## src/rtl/risc_host_loader_if.sv

```systemverilog
// risc_host_loader_if
//   Bundles every non-clock signal of risc_host_loader: the host load port,
//   the run/readback control, the readback stream, the my_risc external
//   memory-access port and the status outputs.
//   Modports:
//     master : the loader's view (receives I*, drives O*)
//     slave  : the host/core view (drives I*, receives O*)
//   Parameters: AW address width, DW data width.
interface risc_host_loader_if #(
    parameter int AW = 7,
    parameter int DW = 16
);
    // host load port
    logic          Ild_valid;
    logic [AW-1:0] Ild_addr;
    logic [DW-1:0] Ild_data;
    logic          Old_ready;
    // run control, readback window sampled with Igo
    logic          Igo;
    logic [AW-1:0] Irb_base;
    logic [AW:0]   Irb_count;
    // readback stream
    logic          Orb_valid;
    logic [AW-1:0] Orb_addr;
    logic [DW-1:0] Orb_data;
    logic          Irb_ready;
    // core memory-access port
    logic          Oaccess;
    logic          Owrb;
    logic [AW-1:0] Oaddr;
    logic [DW-1:0] Odata;
    logic          Ostart;
    logic [DW-1:0] Icpu_data;
    logic          Icpu_done;
    // status
    logic          Obusy;
    logic          Ofinish;
    logic          Otimeout;
    logic [15:0]   Ocycles;

    modport master (
        input  Ild_valid, Ild_addr, Ild_data, Igo, Irb_base, Irb_count,
               Irb_ready, Icpu_data, Icpu_done,
        output Old_ready, Orb_valid, Orb_addr, Orb_data, Oaccess, Owrb,
               Oaddr, Odata, Ostart, Obusy, Ofinish, Otimeout, Ocycles
    );

    modport slave (
        output Ild_valid, Ild_addr, Ild_data, Igo, Irb_base, Irb_count,
               Irb_ready, Icpu_data, Icpu_done,
        input  Old_ready, Orb_valid, Orb_addr, Orb_data, Oaccess, Owrb,
               Oaddr, Odata, Ostart, Obusy, Ofinish, Otimeout, Ocycles
    );
endinterface

```

## src/rtl/risc_host_loader.sv

```systemverilog
// risc_host_loader
//   Host-side sequencer for the my_risc external memory-access port.
//   In IDLE it forwards host load words as single-cycle writes into the
//   core memory. Igo (with no load word pending) pulses start, waits for
//   the core's done level under a watchdog, then reads a window of memory
//   words back out as a valid/ready stream, and pulses Ofinish.
//   Ports:
//     Iclk    rising-edge clock
//     Ireset  synchronous active-low reset
//     bus     risc_host_loader_if.master (load port, readback stream,
//             core access port, status)
//   Parameters: AW, DW, TIMEOUT_CYCLES (max RUN cycles before abort).
module risc_host_loader #(
    parameter int AW             = 7,
    parameter int DW             = 16,
    parameter int TIMEOUT_CYCLES = 4096
) (
    input  logic                Iclk,
    input  logic                Ireset,
    risc_host_loader_if.master  bus
);
    // Watchdog counter is sized for TIMEOUT_CYCLES on its own so the abort
    // point stays exact even when Ocycles saturates below it.
    localparam int WDW = $clog2(TIMEOUT_CYCLES + 1);

    typedef enum logic [2:0] {
        IDLE, START, RUN, RB_ADDR, RB_CAP, RB_OUT, DONE
    } state_t;

    state_t        state, state_nxt;

    // registered outputs
    logic          access, wrb, start, rb_valid, finish, busy, timeout;
    logic [AW-1:0] addr;
    logic [DW-1:0] data;
    logic [15:0]   cycles;

    // readback window and datapath
    logic [AW-1:0] base;
    logic [AW:0]   count, idx, idx_nxt;
    logic [DW-1:0] hold;
    logic [WDW-1:0] wdog;

    // next-cycle values of the core-side outputs
    logic          access_nxt, wrb_nxt, start_nxt;
    logic [AW-1:0] addr_nxt;
    logic [DW-1:0] data_nxt;

    logic          ld_ready, ld_acc, go_acc, rb_hs;
    logic          run_first, done_ok, wdog_hit, wdog_abort;

    // No load words are taken while reset is held.
    assign ld_ready = (state == IDLE) && Ireset;
    assign ld_acc   = ld_ready && bus.Ild_valid;
    // A load word in the same cycle wins over Igo.
    assign go_acc   = ld_ready && bus.Igo && !bus.Ild_valid;
    assign rb_hs    = (state == RB_OUT) && bus.Irb_ready;

    // wdog is cleared by Igo and counts RUN cycles, so zero marks the first
    // RUN cycle, where a done level left over from the previous run is
    // still possible and must not be trusted.
    assign run_first  = (wdog == '0);
    assign done_ok    = bus.Icpu_done && !run_first;
    assign wdog_hit   = (wdog == WDW'(TIMEOUT_CYCLES - 1));
    assign wdog_abort = (state == RUN) && !done_ok && wdog_hit;

    // ---------------------------------------------------------------
    // FSM state register
    // ---------------------------------------------------------------
    always_ff @(posedge Iclk) begin
        if (!Ireset) state <= IDLE;
        else         state <= state_nxt;
    end

    // ---------------------------------------------------------------
    // Next state and next core-side outputs
    // ---------------------------------------------------------------
    always_comb begin
        state_nxt = state;
        idx_nxt   = idx;

        case (state)
            IDLE: begin
                if (go_acc) begin
                    state_nxt = START;
                    idx_nxt   = '0;
                end
            end
            START:   state_nxt = RUN;
            RUN: begin
                if (done_ok)       state_nxt = (count == '0) ? DONE : RB_ADDR;
                else if (wdog_hit) state_nxt = DONE;
            end
            RB_ADDR: state_nxt = RB_CAP;
            RB_CAP:  state_nxt = RB_OUT;
            RB_OUT: begin
                if (rb_hs) begin
                    idx_nxt   = idx + (AW+1)'(1);
                    state_nxt = (idx_nxt == count) ? DONE : RB_ADDR;
                end
            end
            DONE:    state_nxt = IDLE;
            default: state_nxt = IDLE;
        endcase

        // Outputs are decided from the state being entered, then registered.
        access_nxt = 1'b1;
        wrb_nxt    = 1'b1;
        start_nxt  = 1'b0;
        addr_nxt   = addr;
        data_nxt   = data;

        case (state_nxt)
            IDLE: begin
                if (ld_acc) begin
                    wrb_nxt  = 1'b0;
                    addr_nxt = bus.Ild_addr;
                    data_nxt = bus.Ild_data;
                end
            end
            START: begin
                access_nxt = 1'b0;
                start_nxt  = 1'b1;
            end
            RUN:     access_nxt = 1'b0;
            // mod 2^AW wrap comes from the truncating AW-bit add
            RB_ADDR: addr_nxt = base + idx_nxt[AW-1:0];
            default: ;
        endcase
    end

    // ---------------------------------------------------------------
    // Output registers and datapath
    // ---------------------------------------------------------------
    always_ff @(posedge Iclk) begin
        if (!Ireset) begin
            access   <= 1'b1;
            wrb      <= 1'b1;
            addr     <= '0;
            data     <= '0;
            start    <= 1'b0;
            rb_valid <= 1'b0;
            finish   <= 1'b0;
            busy     <= 1'b0;
            timeout  <= 1'b0;
            cycles   <= '0;
            wdog     <= '0;
            base     <= '0;
            count    <= '0;
            idx      <= '0;
            hold     <= '0;
        end else begin
            access   <= access_nxt;
            wrb      <= wrb_nxt;
            addr     <= addr_nxt;
            data     <= data_nxt;
            start    <= start_nxt;
            rb_valid <= (state_nxt == RB_OUT);
            finish   <= (state_nxt == DONE);
            busy     <= (state_nxt != IDLE);
            idx      <= idx_nxt;

            if (go_acc) begin
                base    <= bus.Irb_base;
                count   <= bus.Irb_count;
                timeout <= 1'b0;
                cycles  <= '0;
                wdog    <= '0;
            end

            if (state == RUN) begin
                wdog <= wdog + WDW'(1);
                if (cycles != 16'hFFFF) cycles <= cycles + 16'd1;
            end

            if (wdog_abort) timeout <= 1'b1;

            // core read data arrives one cycle after the RB_ADDR request
            if (state == RB_CAP) hold <= bus.Icpu_data;
        end
    end

    assign bus.Old_ready = ld_ready;
    assign bus.Oaccess   = access;
    assign bus.Owrb      = wrb;
    assign bus.Oaddr     = addr;
    assign bus.Odata     = data;
    assign bus.Ostart    = start;
    assign bus.Orb_valid = rb_valid;
    assign bus.Orb_addr  = base + idx[AW-1:0];
    assign bus.Orb_data  = hold;
    assign bus.Obusy     = busy;
    assign bus.Ofinish   = finish;
    assign bus.Otimeout  = timeout;
    assign bus.Ocycles   = cycles;

endmodule

```

## src/flat_wrapper.sv

```systemverilog
// flat-port wrapper written by rule: the top's interface ports become plain ports
module risc_host_loader_flat 
#(
    parameter int AW             = 7,
    parameter int DW             = 16,
    parameter int TIMEOUT_CYCLES = 4096
)
  (Iclk, Ireset, bus_Ild_valid, bus_Ild_addr, bus_Ild_data, bus_Igo, bus_Irb_base, bus_Irb_count, bus_Irb_ready, bus_Icpu_data, bus_Icpu_done, bus_Old_ready, bus_Orb_valid, bus_Orb_addr, bus_Orb_data, bus_Oaccess, bus_Owrb, bus_Oaddr, bus_Odata, bus_Ostart, bus_Obusy, bus_Ofinish, bus_Otimeout, bus_Ocycles);
  risc_host_loader_if #(.AW(AW), .DW(DW)) bus_i ();
  input  logic Iclk;
  input  logic Ireset;
  input wire logic [$bits(bus_i.Ild_valid)-1:0] bus_Ild_valid;
  input wire logic [$bits(bus_i.Ild_addr)-1:0] bus_Ild_addr;
  input wire logic [$bits(bus_i.Ild_data)-1:0] bus_Ild_data;
  input wire logic [$bits(bus_i.Igo)-1:0] bus_Igo;
  input wire logic [$bits(bus_i.Irb_base)-1:0] bus_Irb_base;
  input wire logic [$bits(bus_i.Irb_count)-1:0] bus_Irb_count;
  input wire logic [$bits(bus_i.Irb_ready)-1:0] bus_Irb_ready;
  input wire logic [$bits(bus_i.Icpu_data)-1:0] bus_Icpu_data;
  input wire logic [$bits(bus_i.Icpu_done)-1:0] bus_Icpu_done;
  output wire logic [$bits(bus_i.Old_ready)-1:0] bus_Old_ready;
  output wire logic [$bits(bus_i.Orb_valid)-1:0] bus_Orb_valid;
  output wire logic [$bits(bus_i.Orb_addr)-1:0] bus_Orb_addr;
  output wire logic [$bits(bus_i.Orb_data)-1:0] bus_Orb_data;
  output wire logic [$bits(bus_i.Oaccess)-1:0] bus_Oaccess;
  output wire logic [$bits(bus_i.Owrb)-1:0] bus_Owrb;
  output wire logic [$bits(bus_i.Oaddr)-1:0] bus_Oaddr;
  output wire logic [$bits(bus_i.Odata)-1:0] bus_Odata;
  output wire logic [$bits(bus_i.Ostart)-1:0] bus_Ostart;
  output wire logic [$bits(bus_i.Obusy)-1:0] bus_Obusy;
  output wire logic [$bits(bus_i.Ofinish)-1:0] bus_Ofinish;
  output wire logic [$bits(bus_i.Otimeout)-1:0] bus_Otimeout;
  output wire logic [$bits(bus_i.Ocycles)-1:0] bus_Ocycles;
  assign bus_i.Ild_valid = bus_Ild_valid;
  assign bus_i.Ild_addr = bus_Ild_addr;
  assign bus_i.Ild_data = bus_Ild_data;
  assign bus_i.Igo = bus_Igo;
  assign bus_i.Irb_base = bus_Irb_base;
  assign bus_i.Irb_count = bus_Irb_count;
  assign bus_i.Irb_ready = bus_Irb_ready;
  assign bus_i.Icpu_data = bus_Icpu_data;
  assign bus_i.Icpu_done = bus_Icpu_done;
  assign bus_Old_ready = bus_i.Old_ready;
  assign bus_Orb_valid = bus_i.Orb_valid;
  assign bus_Orb_addr = bus_i.Orb_addr;
  assign bus_Orb_data = bus_i.Orb_data;
  assign bus_Oaccess = bus_i.Oaccess;
  assign bus_Owrb = bus_i.Owrb;
  assign bus_Oaddr = bus_i.Oaddr;
  assign bus_Odata = bus_i.Odata;
  assign bus_Ostart = bus_i.Ostart;
  assign bus_Obusy = bus_i.Obusy;
  assign bus_Ofinish = bus_i.Ofinish;
  assign bus_Otimeout = bus_i.Otimeout;
  assign bus_Ocycles = bus_i.Ocycles;
  risc_host_loader #(.AW(AW), .DW(DW), .TIMEOUT_CYCLES(TIMEOUT_CYCLES)) u_core (.Iclk(Iclk), .Ireset(Ireset), .bus(bus_i));
endmodule
```

## config.mk

```make
export PLATFORM = sky130hd
export DESIGN_NAME = risc_host_loader_flat
export DESIGN_NICKNAME = d
export VERILOG_FILES = /design/src/rtl/risc_host_loader_if.sv /design/src/rtl/risc_host_loader.sv /design/src/flat_wrapper.sv
export SDC_FILE = /design/constraint.sdc
export NUM_CORES = 1
export LEC_CHECK = 0
export ABC_CLOCK_PERIOD_IN_PS = 3600
export CORE_ASPECT_RATIO = 0.7
export CORE_MARGIN = 4
export CORE_UTILIZATION = 40
export CTS_BUF_LIST = sky130_fd_sc_hd__clkbuf_4
export DETAILED_ROUTE_END_ITERATION = 8
export PLACE_DENSITY = 0.71
export SETUP_SLACK_MARGIN = 0.2
export SYNTH_ARGS = -nofsm -noshare
export SYNTH_HDL_FRONTEND = slang
export SYNTH_SLANG_ARGS = --single-unit
```

## constraint.sdc

```tcl
create_clock -name Iclk -period 3.6 [get_ports Iclk]
set_input_delay 0.72 -clock Iclk [delete_from_list [all_inputs] [get_ports Iclk]]
set_output_delay 0.72 -clock Iclk [all_outputs]
set_load 0.02 [all_outputs]
```

==> out/metrics.csv <==
metric;value;unit
fp.dieW;142;um
swShare;27.5;%
numClockSinks;101;
area_delta_synth_final;31.0;%
ff_latch_area;0.00202;sq mm
avgRoutedWirePerCell;14.5;um
cp_slowest_stage_delay;0.64;ns
start_util;41.9;%
synthFlopType;dfxtp_1;
drive_above_1_share;5.64;%
synthArstFlopShare;0;%
placed_cells;886;
drv_cap;0;
setup_ws;0.451;ns
drtPass1Iterations;4;
grt_max_degree;94;
die_area;0.0145;sq mm
p_per_area;301;mW/mm^2
grt_usage;18.2;%
drc;0;
p_leak;2.56;nW
syn_area_per_cell;8.10;sq um
drv_slew;0;
worstPathArrival;2.43;ns
fin_crit;3.15;ns
worstSkewPairLatency;0.46;ns
total_power;1.98;mW
max_slew_margin;32.0;%
rsz0062_at_grt;no;
worstMarginPinSlew;1.02;ns
clkPwrFrac;27.9;%
vias_per_cell;5.15;
port_buffers;129;
utilization;54.8;%
grt_pass1_wl;21.7;mm
yosys_warnings;0;
core;0.0120;sq mm
p_seq_share;58.7;%
ys_ff_latch;101;
die_h;102;um
nNetsFinal;819;
path_class;register to primary output;
hold_class;register to register;
peakVddDrop;0.000205;V
p_comb_share;13.5;%
fmax;0.318;GHz
cts-buffers-inserted;9;
final_cells;902;
pre_cts_ws;0.186;ns
cp.required;2.88;ns
ys_types;54;
worstSetupEndpointType;primary output;
internal-power;1.44;mW
timing.final.crit_share;87.5;%
grt_pass1_vias;4480;
cts_root_buf;clkbuf_4;
synth_area;0.00503;sq mm
vias;4645;
htreeDepth;3;
syn_nets;700;
antenna_left;0;
syn_inst;621;
clkTransAtPathRegs;0.16;ns
overflow;0;
setup-tns-final;0;ns
crit_chain;ha_1 -> inv_1 -> fa_1 -> xnor2_1 -> clkdlybuf4s50_1;
clock_path_buffers;2;
detail_route.iter0.violations;216;
path_max_fanout;6;
hpwl;9.64;mm
reg2reg_slack;0.54;ns
clock_skew;0.0196;ns
synth-edff-count;0;
start_kind;register;
rows;33;
switchingPower;544;uW
io_pins;130;
routed_wl;13.1;mm
ys_seq_area_share;40.2;%
antenna_found_initial;0;
gp_congestion;0.887;
multi_input_area;0.00281;sq mm
num_antenna_cells;0;
fillerInstances;1105;
finalSetupViolCount;0;
cts_tree;done;
hold_viol_final;0;
slowest_stage;clkdlybuf4s50_1;
outcome;completed;
==> critical path: cells and delay by family, from the launching register on <==
family                     cells  cell delay (ns)
xor gates and xnor gates       1             0.22
adders and majority gates      2             0.63
buffers and inverters          2             0.70
DFF                            1             0.43
==> cell families (layout without fill, tap and decap cells) <==
logic type	after synthesis	after routing	synth area share (%)
fa+ha+maj	19	19	5.03
mux	6	6	1.22
xor+xnor	28	28	4.88
buf+inv	51	175	4.01
simple gates	282	282	26.2
flops	101	101	40.2
compound gates	134	134	18.5
==> power by group through the flow <==
| stage | sequential, mW | clock (mW) | combinational [mW] |
|---|---|---|---|
| floorplan | 1.20 | 0 | 0.108 |
| global placement | 1.19 | 0 | 0.266 |
| CTS | 1.16 | 0.582 | 0.270 |
| global route | 1.17 | 0.623 | 0.290 |
| detailed placement | 1.19 | 0 | 0.269 |
| finish | 1.16 | 0.552 | 0.267 |
==> through the flow <==
stage | hold WS (ns) | instance area (sq um)
floorplan | 0.454 | 5040
global placement | 0.452 | 6470
detailed placement | 0.458 | 6470
CTS | 0.479 | 6590
global route | 0.495 | 6590
finish | 0.474 | 6590
==> placed cells by master (no fill, tap or decap), types with 8 or more instances in the layout <==
| cell | synthesis | routed |
|---|---|---|
| nand3_1 | 19 | 19 |
| inv_1 | 18 | 18 |
| nor3_1 | 9 | 9 |
| and3_1 | 15 | 15 |
| ha_1 | 17 | 17 |
| nor2_1 | 28 | 28 |
| and2_1 | 21 | 21 |
| buf_4 | 0 | 11 |
| nor2b_1 | 8 | 8 |
| clkdlybuf4s50_1 | 0 | 125 |
| a21oi_1 | 17 | 17 |
| a21boi_0 | 51 | 51 |
| dfxtp_1 | 101 | 100 |
| clkbuf_4 | 0 | 9 |
| xnor2_1 | 20 | 20 |
| nand2_1 | 151 | 151 |
| xor2_1 | 8 | 8 |
| o21ai_0 | 28 | 28 |
==> repair_timing <==
| item | in CTS | in global routing |
|---|---|---|
| hold buffers | 0 | 0 |
| setup buffers | 0 | 0 |
| cloned | 0 | 0 |
| gates resized for setup | 4 | 2 |
| endpoints found under the setup margin | 3 | 1 |
==> synth_stat cells (all sizes together), types with 2 or more instances <==
cell,count,share of area (%)
nand2,151,11
dfxtp,101,40
a21boi,51,7.6
o21ai,29,2.9
clkbuf,28,2.1
nor2,28,2.1
and2,21,2.6
nand3,20,2.1
xnor2,20,3.5
inv,19,1.4
a21oi,18,1.9
ha,17,4.2
and3,15,1.9
nor3,9,0.90
nor2b,8,1.0
xor2,8,1.4
nand4,7,0.87
nor4,7,0.87
a31oi,5,0.62
mux2i,5,1.0
o21a,5,0.75
a21o,4,0.60
buf,4,0.50
o21bai,4,0.60
or4,4,0.60
nand3b,3,0.45
o211ai,3,0.45
a211oi,2,0.50
fa,2,0.80
nand2b,2,0.25
nor4b,2,0.47
o211a,2,0.40
o311ai,2,0.50
o31ai,2,0.30
or4b,2,0.40
==> flip-flops by register name, summed over array words and instances (netlist names) <==
register / count
u_core.bus.Ocycles: 16
u_core.bus.Odata: 16
u_core.bus.Orb_data: 16
u_core.wdog: 13
u_core.count: 8
u_core.idx: 8
u_core.base: 7
u_core.bus.Oaddr: 7
u_core.state: 3
u_core.bus.Oaccess: 1
u_core.bus.Obusy: 1
u_core.bus.Ofinish: 1
u_core.bus.Orb_valid: 1
u_core.bus.Ostart: 1
u_core.bus.Otimeout: 1
u_core.bus.Owrb: 1
==> area by class of cell <==
type                       count  area share [%]
multi-input combinational    469            42.7
tap                          157            2.98
clock buffer                   9            1.03
clock inverter                 7           0.817
sequential                   101            30.7
timing repair buffer         140            20.7
inverter                      19            1.08
==> metal layers <==
layer,wire length (um),track usage (%)
met3,874,4.77
met4,119,4.35
met1,6210,25.2
met2,5860,28.6
met5,0,0
==> path summary, 6_finish.rpt <==
check	depth (start not counted)	endpoint	from
max	5	bus_Orb_addr[2]	u_core.idx[0]
min	2	u_core.bus.Orb_data[11]	u_core.bus.Orb_data[11]
max reg2reg	15	u_core.bus.Oaddr[5]	u_core.state[0]
min reg2reg	2	u_core.bus.Orb_data[11]	u_core.bus.Orb_data[11]
No activity file was read; power rests on OpenSTA's default activity.
